**config.mk**
```make
export PLATFORM = sky130hd
export DESIGN_NAME = adder_arbiter
export DESIGN_NICKNAME = d
export VERILOG_FILES = /design/src/rtl/adder_arbiter.sv
export SDC_FILE = /design/constraint.sdc
export NUM_CORES = 1
export LEC_CHECK = 0
export ABC_AREA = 1
export BUFFER_PORTS_ARGS = -buffer_cell sky130_fd_sc_hd__clkbuf_2
export CORE_AREA = 2 2 122 124
export CTS_CLUSTER_SIZE = 8
export DETAILED_ROUTE_END_ITERATION = 10
export DIE_AREA = 0 0 124 126
export PLACE_DENSITY = 0.69
export SKIP_CTS_REPAIR_TIMING = 1
export SKIP_LAST_GASP = 1
export SLEW_MARGIN = 25
export SYNTH_ARGS = -nofsm -noshare
export SYNTH_HDL_FRONTEND = slang
export SYNTH_SLANG_ARGS = --single-unit
export TNS_END_PERCENT = 100
```
**constraint.sdc**
```tcl
create_clock -name clk -period 10.95 [get_ports clk]
set_input_delay 0 -clock clk [delete_from_list [all_inputs] [get_ports clk]]
set_output_delay 0 -clock clk [all_outputs]
set_load 0.02 [all_outputs]
```
**src/rtl/adder_arbiter.sv**
```systemverilog
// Round-robin arbiter sharing one WIDTH-bit adder among NREQ requesters,
// with locked multi-beat chains that carry Cout into the next beat's Cin.
module adder_arbiter #(
    parameter int unsigned WIDTH     = 32,
    parameter int unsigned NREQ      = 4,
    parameter int unsigned ADDER_SEL = 2,
    localparam int unsigned IDW      = $clog2(NREQ)
) (
    input  logic                  clk,
    input  logic                  rst_n,
    input  logic [NREQ-1:0]       req_valid,
    output logic [NREQ-1:0]       req_ready,
    input  logic [NREQ-1:0]       req_last,
    input  logic [NREQ*WIDTH-1:0] req_A,
    input  logic [NREQ*WIDTH-1:0] req_B,
    input  logic [NREQ-1:0]       req_Cin,
    output logic                  rsp_valid,
    input  logic                  rsp_ready,
    output logic [WIDTH-1:0]      rsp_Sum,
    output logic                  rsp_Cout,
    output logic [IDW-1:0]        rsp_id,
    output logic                  rsp_last,
    output logic                  busy
);

    typedef enum logic {ST_IDLE = 1'b0, ST_LOCKED = 1'b1} state_t;

    state_t             r_state;
    state_t             w_state_nxt;
    logic [IDW-1:0]     r_rr_ptr;
    logic [IDW-1:0]     r_owner;
    logic               r_carry;
    logic               r_rsp_valid;
    logic [WIDTH-1:0]   r_rsp_sum;
    logic               r_rsp_cout;
    logic [IDW-1:0]     r_rsp_id;
    logic               r_rsp_last;

    logic               w_slot_free;
    logic               w_gnt_vld;
    logic [IDW-1:0]     w_gnt_idx;
    logic [IDW-1:0]     w_sel;
    logic [IDW-1:0]     w_ptr_nxt;
    logic               w_accept;
    logic               w_cin;
    logic               w_last;
    logic [WIDTH-1:0]   w_a;
    logic [WIDTH-1:0]   w_b;
    logic [WIDTH-1:0]   w_sum;
    logic               w_cout;

    assign w_slot_free = !r_rsp_valid || rsp_ready;

    // First valid requester at or after rr_ptr, wrapping mod NREQ
    always_comb begin
        int unsigned idx;
        idx       = 0;
        w_gnt_vld = 1'b0;
        w_gnt_idx = '0;
        for (int unsigned k = 0; k < NREQ; k++) begin
            idx = (32'(r_rr_ptr) + k) % NREQ;
            if (!w_gnt_vld && req_valid[idx]) begin
                w_gnt_vld = 1'b1;
                w_gnt_idx = IDW'(idx);
            end
        end
    end

    always_comb begin
        w_sel = (r_state == ST_LOCKED) ? r_owner : w_gnt_idx;
        w_cin = (r_state == ST_LOCKED) ? r_carry : req_Cin[w_gnt_idx];
    end

    always_comb begin
        w_a    = '0;
        w_b    = '0;
        w_last = 1'b0;
        for (int unsigned i = 0; i < NREQ; i++) begin
            if (IDW'(i) == w_sel) begin
                w_a    = req_A[i*WIDTH +: WIDTH];
                w_b    = req_B[i*WIDTH +: WIDTH];
                w_last = req_last[i];
            end
        end
    end

    always_comb begin
        w_state_nxt = r_state;
        w_accept    = 1'b0;
        case (r_state)
            ST_IDLE: begin
                w_accept = w_slot_free && w_gnt_vld;
                if (w_accept && !w_last) w_state_nxt = ST_LOCKED;
            end
            ST_LOCKED: begin
                w_accept = w_slot_free && req_valid[r_owner];
                if (w_accept && w_last) w_state_nxt = ST_IDLE;
            end
            default: w_state_nxt = ST_IDLE;
        endcase
    end

    always_comb begin
        req_ready = '0;
        if (w_accept) req_ready[w_sel] = 1'b1;
    end

    assign w_ptr_nxt = (32'(w_sel) == NREQ - 1) ? '0 : w_sel + IDW'(1);

    generate
        if (ADDER_SEL == 0) begin : g_rca
            always_comb begin
                logic c;
                c = w_cin;
                for (int unsigned i = 0; i < WIDTH; i++) begin
                    w_sum[i] = w_a[i] ^ w_b[i] ^ c;
                    c        = (w_a[i] & w_b[i]) | (c & (w_a[i] ^ w_b[i]));
                end
                w_cout = c;
            end
        end else if (ADDER_SEL == 1) begin : g_cla
            // 4-bit lookahead groups, group carries rippled between groups
            logic [WIDTH-1:0] w_g;
            logic [WIDTH-1:0] w_p;
            assign w_g = w_a & w_b;
            assign w_p = w_a ^ w_b;
            always_comb begin
                logic c_blk, cj, pr;
                int unsigned jend;
                c_blk = w_cin;
                cj    = 1'b0;
                pr    = 1'b1;
                jend  = 0;
                w_sum = '0;
                for (int unsigned j0 = 0; j0 < WIDTH; j0 += 4) begin
                    jend = (j0 + 4 < WIDTH) ? j0 + 4 : WIDTH;
                    for (int unsigned j = j0; j <= jend; j++) begin
                        cj = 1'b0;
                        pr = 1'b1;
                        for (int unsigned k = j; k > j0; k--) begin
                            cj = cj | (w_g[k-1] & pr);
                            pr = pr & w_p[k-1];
                        end
                        cj = cj | (c_blk & pr);
                        if (j < jend) w_sum[j] = w_p[j] ^ cj;
                    end
                    c_blk = cj;
                end
                w_cout = c_blk;
            end
        end else begin : g_prefix
            // Kogge-Stone prefix tree with Cin folded into bit 0 generate
            logic [WIDTH-1:0] w_p0;
            assign w_p0 = w_a ^ w_b;
            always_comb begin
                logic [WIDTH-1:0] g, p;
                g    = w_a & w_b;
                p    = w_p0;
                g[0] = g[0] | (p[0] & w_cin);
                for (int unsigned d = 1; d < WIDTH; d = d * 2) begin
                    for (int unsigned i = WIDTH - 1; i >= d; i--) begin
                        g[i] = g[i] | (p[i] & g[i-d]);
                        p[i] = p[i] & p[i-d];
                    end
                end
                w_sum[0] = w_p0[0] ^ w_cin;
                for (int unsigned i = 1; i < WIDTH; i++) w_sum[i] = w_p0[i] ^ g[i-1];
                w_cout = g[WIDTH-1];
            end
        end
    endgenerate

    always_ff @(posedge clk or negedge rst_n) begin
        if (!rst_n) r_state <= ST_IDLE;
        else        r_state <= w_state_nxt;
    end

    // New beat overwrites the slot; otherwise the slot empties once drained
    always_ff @(posedge clk or negedge rst_n) begin
        if (!rst_n) begin
            r_rr_ptr    <= '0;
            r_owner     <= '0;
            r_carry     <= 1'b0;
            r_rsp_valid <= 1'b0;
            r_rsp_sum   <= '0;
            r_rsp_cout  <= 1'b0;
            r_rsp_id    <= '0;
            r_rsp_last  <= 1'b0;
        end else if (w_accept) begin
            r_rsp_valid <= 1'b1;
            r_rsp_sum   <= w_sum;
            r_rsp_cout  <= w_cout;
            r_rsp_id    <= w_sel;
            r_rsp_last  <= w_last;
            r_carry     <= w_cout;
            r_owner     <= w_sel;
            if (w_last) r_rr_ptr <= w_ptr_nxt;
        end else if (rsp_ready) begin
            r_rsp_valid <= 1'b0;
        end
    end

    assign rsp_valid = r_rsp_valid;
    assign rsp_Sum   = r_rsp_sum;
    assign rsp_Cout  = r_rsp_cout;
    assign rsp_id    = r_rsp_id;
    assign rsp_last  = r_rsp_last;
    assign busy      = (r_state == ST_LOCKED);

endmodule

```
==> impl_metrics.yaml <==
outcome:
  outcome: "complete, no violations"
clocking:
  clkLatencyLatePin_ns: 0.28
  root_buffer: "clkbuf_16"
  htreeDepth: 2
  cts_sinks: 40
  tritoncts.num_buffers: 5
  clk_path_buf_depth: 2
  clk_pin_slew_ns: 0.06
  cts_tree: "done"
global_route:
  antenna_found_initial: 1
  grt_max_degree: 89
  track_usage_pct: 30.49
  grt_pass1_vias: 7141
  grt_pass1_wl_um: 36980
  overflow: 0
sta:
  period_needed_ns: 6.180
  final.setup.tns_ns: 0
  fin_skew_ns: 0.005419
  setup_viol: 0
  hold_violations: 0
  final_max_slew_viol_count: 0
  worst_pin_slew_ns: 0.8890
  finalWorstSetupSlack_ns: 4.770
  fmax_mhz: 161.8
  rsz0062_at_grt: "no"
  maxSlewHeadroom_pct: 40.64
  fin_crit_sh_pct: 56.44
setup_path:
  end_kind: "flop"
  path_max_fanout: 66
  cp.arrival_ns: 6.35
  crit_top_cell: "nand2_1"
  cp-start-kind: "flop"
  crit_type: "reg -> reg"
  worstPathRequired_ns: 11.12
  crit_path_max_incr_delay_ns: 0.64
  crit_slowest_cell: "clkinv_2"
route:
  drt_iter0_markers: 579
  routed-via-count: 7599
  wl_met3_um: 2203
  wl_per_cell_um: 17.33
  highest-signal-layer: "met4"
  wl_met1_um: 10770
  wirelength_um: 24170
  antenna_left: 0
  route.detailed.drc: 0
  drtPass1Iterations: 5
  via_per_inst: 5.447
  dr_wl_met2_um: 10620
die:
  rows: 44
  dieArea_mm2: 0.01562
  die_w_um: 124
  die-height_um: 126
  core_area_mm2: 0.01431
  ios: 313
  start_util_pct: 39.32
logic_synthesis:
  syn_area_per_cell_um2: 6.019
  synth_cell_types: 38
  ys_seq_elements: 40
  syn_nets: 1243
  yosysWarnings: 0
  synth_top_area_share_pct: 18.81
  netlist_instances: 935
  syn_area_mm2: 0.005628
  yosysTopAreaCell: "nand2_1"
  ys_seq_area_share_pct: 17.79
  synth_area_leaders: "nand2_1, dfrtp_1, ha_1"
cells_and_area:
  fin_nets: 1518
  final_area_mm2: 0.007436
  fillers: 1569
  drive_above_1_share_pct: 28.51
  syn2layout_area_growth_pct: 32.13
place:
  port_buffers: 312
  dp_hpwl_um: 20100
  place_ws_ns: 4.903
  gp_congestion: 1.022
  place_area_mm2: 0.007237
hold_path:
  hold_path.class: "in -> reg"
job:
  cap_violations: 0
-- registers in the layout, summed over array words and instances (netlist names) --
register   cells
busy           1
r_owner        2
r_rr_ptr       2
rsp_Cout       1
rsp_Sum       32
rsp_last       1
rsp_valid      1
-- cells in the mapped netlist, drive strengths merged --
master / n
a21oi: 83
ha: 35
nor2: 112
inv: 48
xnor2: 9
nor3b: 1
o21a: 9
o211ai: 3
nand4: 7
xor2: 5
nor3: 7
a221oi: 28
nor4: 1
o21ai: 83
nand3b: 10
a31oi: 2
fa: 2
clkinv: 1
o31ai: 28
nand3: 38
a21o: 1
buf: 15
clkbuf: 35
or2: 6
nand2: 286
o211a: 1
dfrtp: 40
a22oi: 38
a22o: 1
-- cell type report --
type	instances	area, um2	share of cell area, %
Timing Repair Buffer	318	1609	21.64
Inverter	49	185.2	2.490
Multi-Input combinational cell	796	4223	56.79
Sequential cell	40	1001	13.46
Tap cell	184	230.2	3.096
Antenna cell	1	2.502	0.03365
Clock inverter	2	60.06	0.8077
Clock buffer	5	125.1	1.683
-- critical path, delay by kind of cell (launching register included) --
kind,cells,cell delay [ns]
AO/OA/AOI/OAI,5,1.31
adder cells (fa/ha/maj),2,0.59
buffers and inverters,5,1.54
flip-flops,1,0.59
AND/OR/NAND/NOR,18,2.01
-- cell families after synthesis --
family	count (synthesis)	share of synthesized area [%]
buf+inv	99	7.270
compound gates	277	30.30
xor+xnor	14	2.179
simple gates	468	33.97
flops	40	17.79
fa+ha+maj	37	8.493
-- path summary, 6_finish.rpt --
path                            slack [ns]  cells after the start               startpoint                       to
worst max-delay path                  4.77                     30  r_rr_ptr[0]$_DFFE_PN0P_  rsp_Sum[29]$_DFFE_PN0P_
worst min-delay path                  0.06                      4              req_last[3]           busy$_DFF_PN0_
worst max register to register        4.77                     30  r_rr_ptr[0]$_DFFE_PN0P_  rsp_Sum[29]$_DFFE_PN0P_
worst min register to register        0.47                      2     rsp_last$_DFFE_PN0P_     rsp_last$_DFFE_PN0P_
max in group asynchronous            10.02                      2                    rst_n   rsp_Sum[8]$_DFFE_PN0P_
min in group asynchronous             0.38                      2                    rst_n  rsp_Sum[23]$_DFFE_PN0P_
-- placed cells by master (no fill, tap or decap), types with 2 or more instances in the layout --
master	count
nor3_1	7
fa_1	2
inv_1	43
bufinv_16	2
xor2_1	5
nand3b_1	10
o31ai_1	28
o21a_1	9
nand2_1	282
a21oi_1	83
inv_2	5
buf_4	5
or2_2	6
a22oi_1	38
clkbuf_16	5
nor2_1	111
a221oi_1	28
xnor2_1	9
a31oi_1	2
ha_2	2
ha_1	33
o211ai_1	2
o21ai_0	76
nand4_1	7
dfrtp_1	40
clkbuf_2	311
o21ai_1	7
nand3_1	37
nand2_2	4
-- per-stage QoR --
step / utilization [%] / hold slack [ns] / std cells
global placement: 50.56 / 0.1999 / 1386
global route: 51.95 / 0.09117 / 1395
finish: 51.95 / 0.05973 / 1395
detailed placement: 50.56 / 0.2045 / 1386
floorplan: - / -0.2956 / 935
CTS: 51.85 / -0.1003 / 1393
-- per-layer routing --
| layer | vias to the layer above | track usage [%] |
|---|---|---|
| met5 | - | 0 |
| met1 | 3436 | 42.70 |
| met2 | 342 | 47.03 |
| met4 | 0 | 8.196 |
| met3 | 34 | 6.929 |
| li1 | 3787 | - |
Power is left out: the tool's default activity adds up to more than one toggle a clock period on the data nets, which glitch-free logic cannot reach.
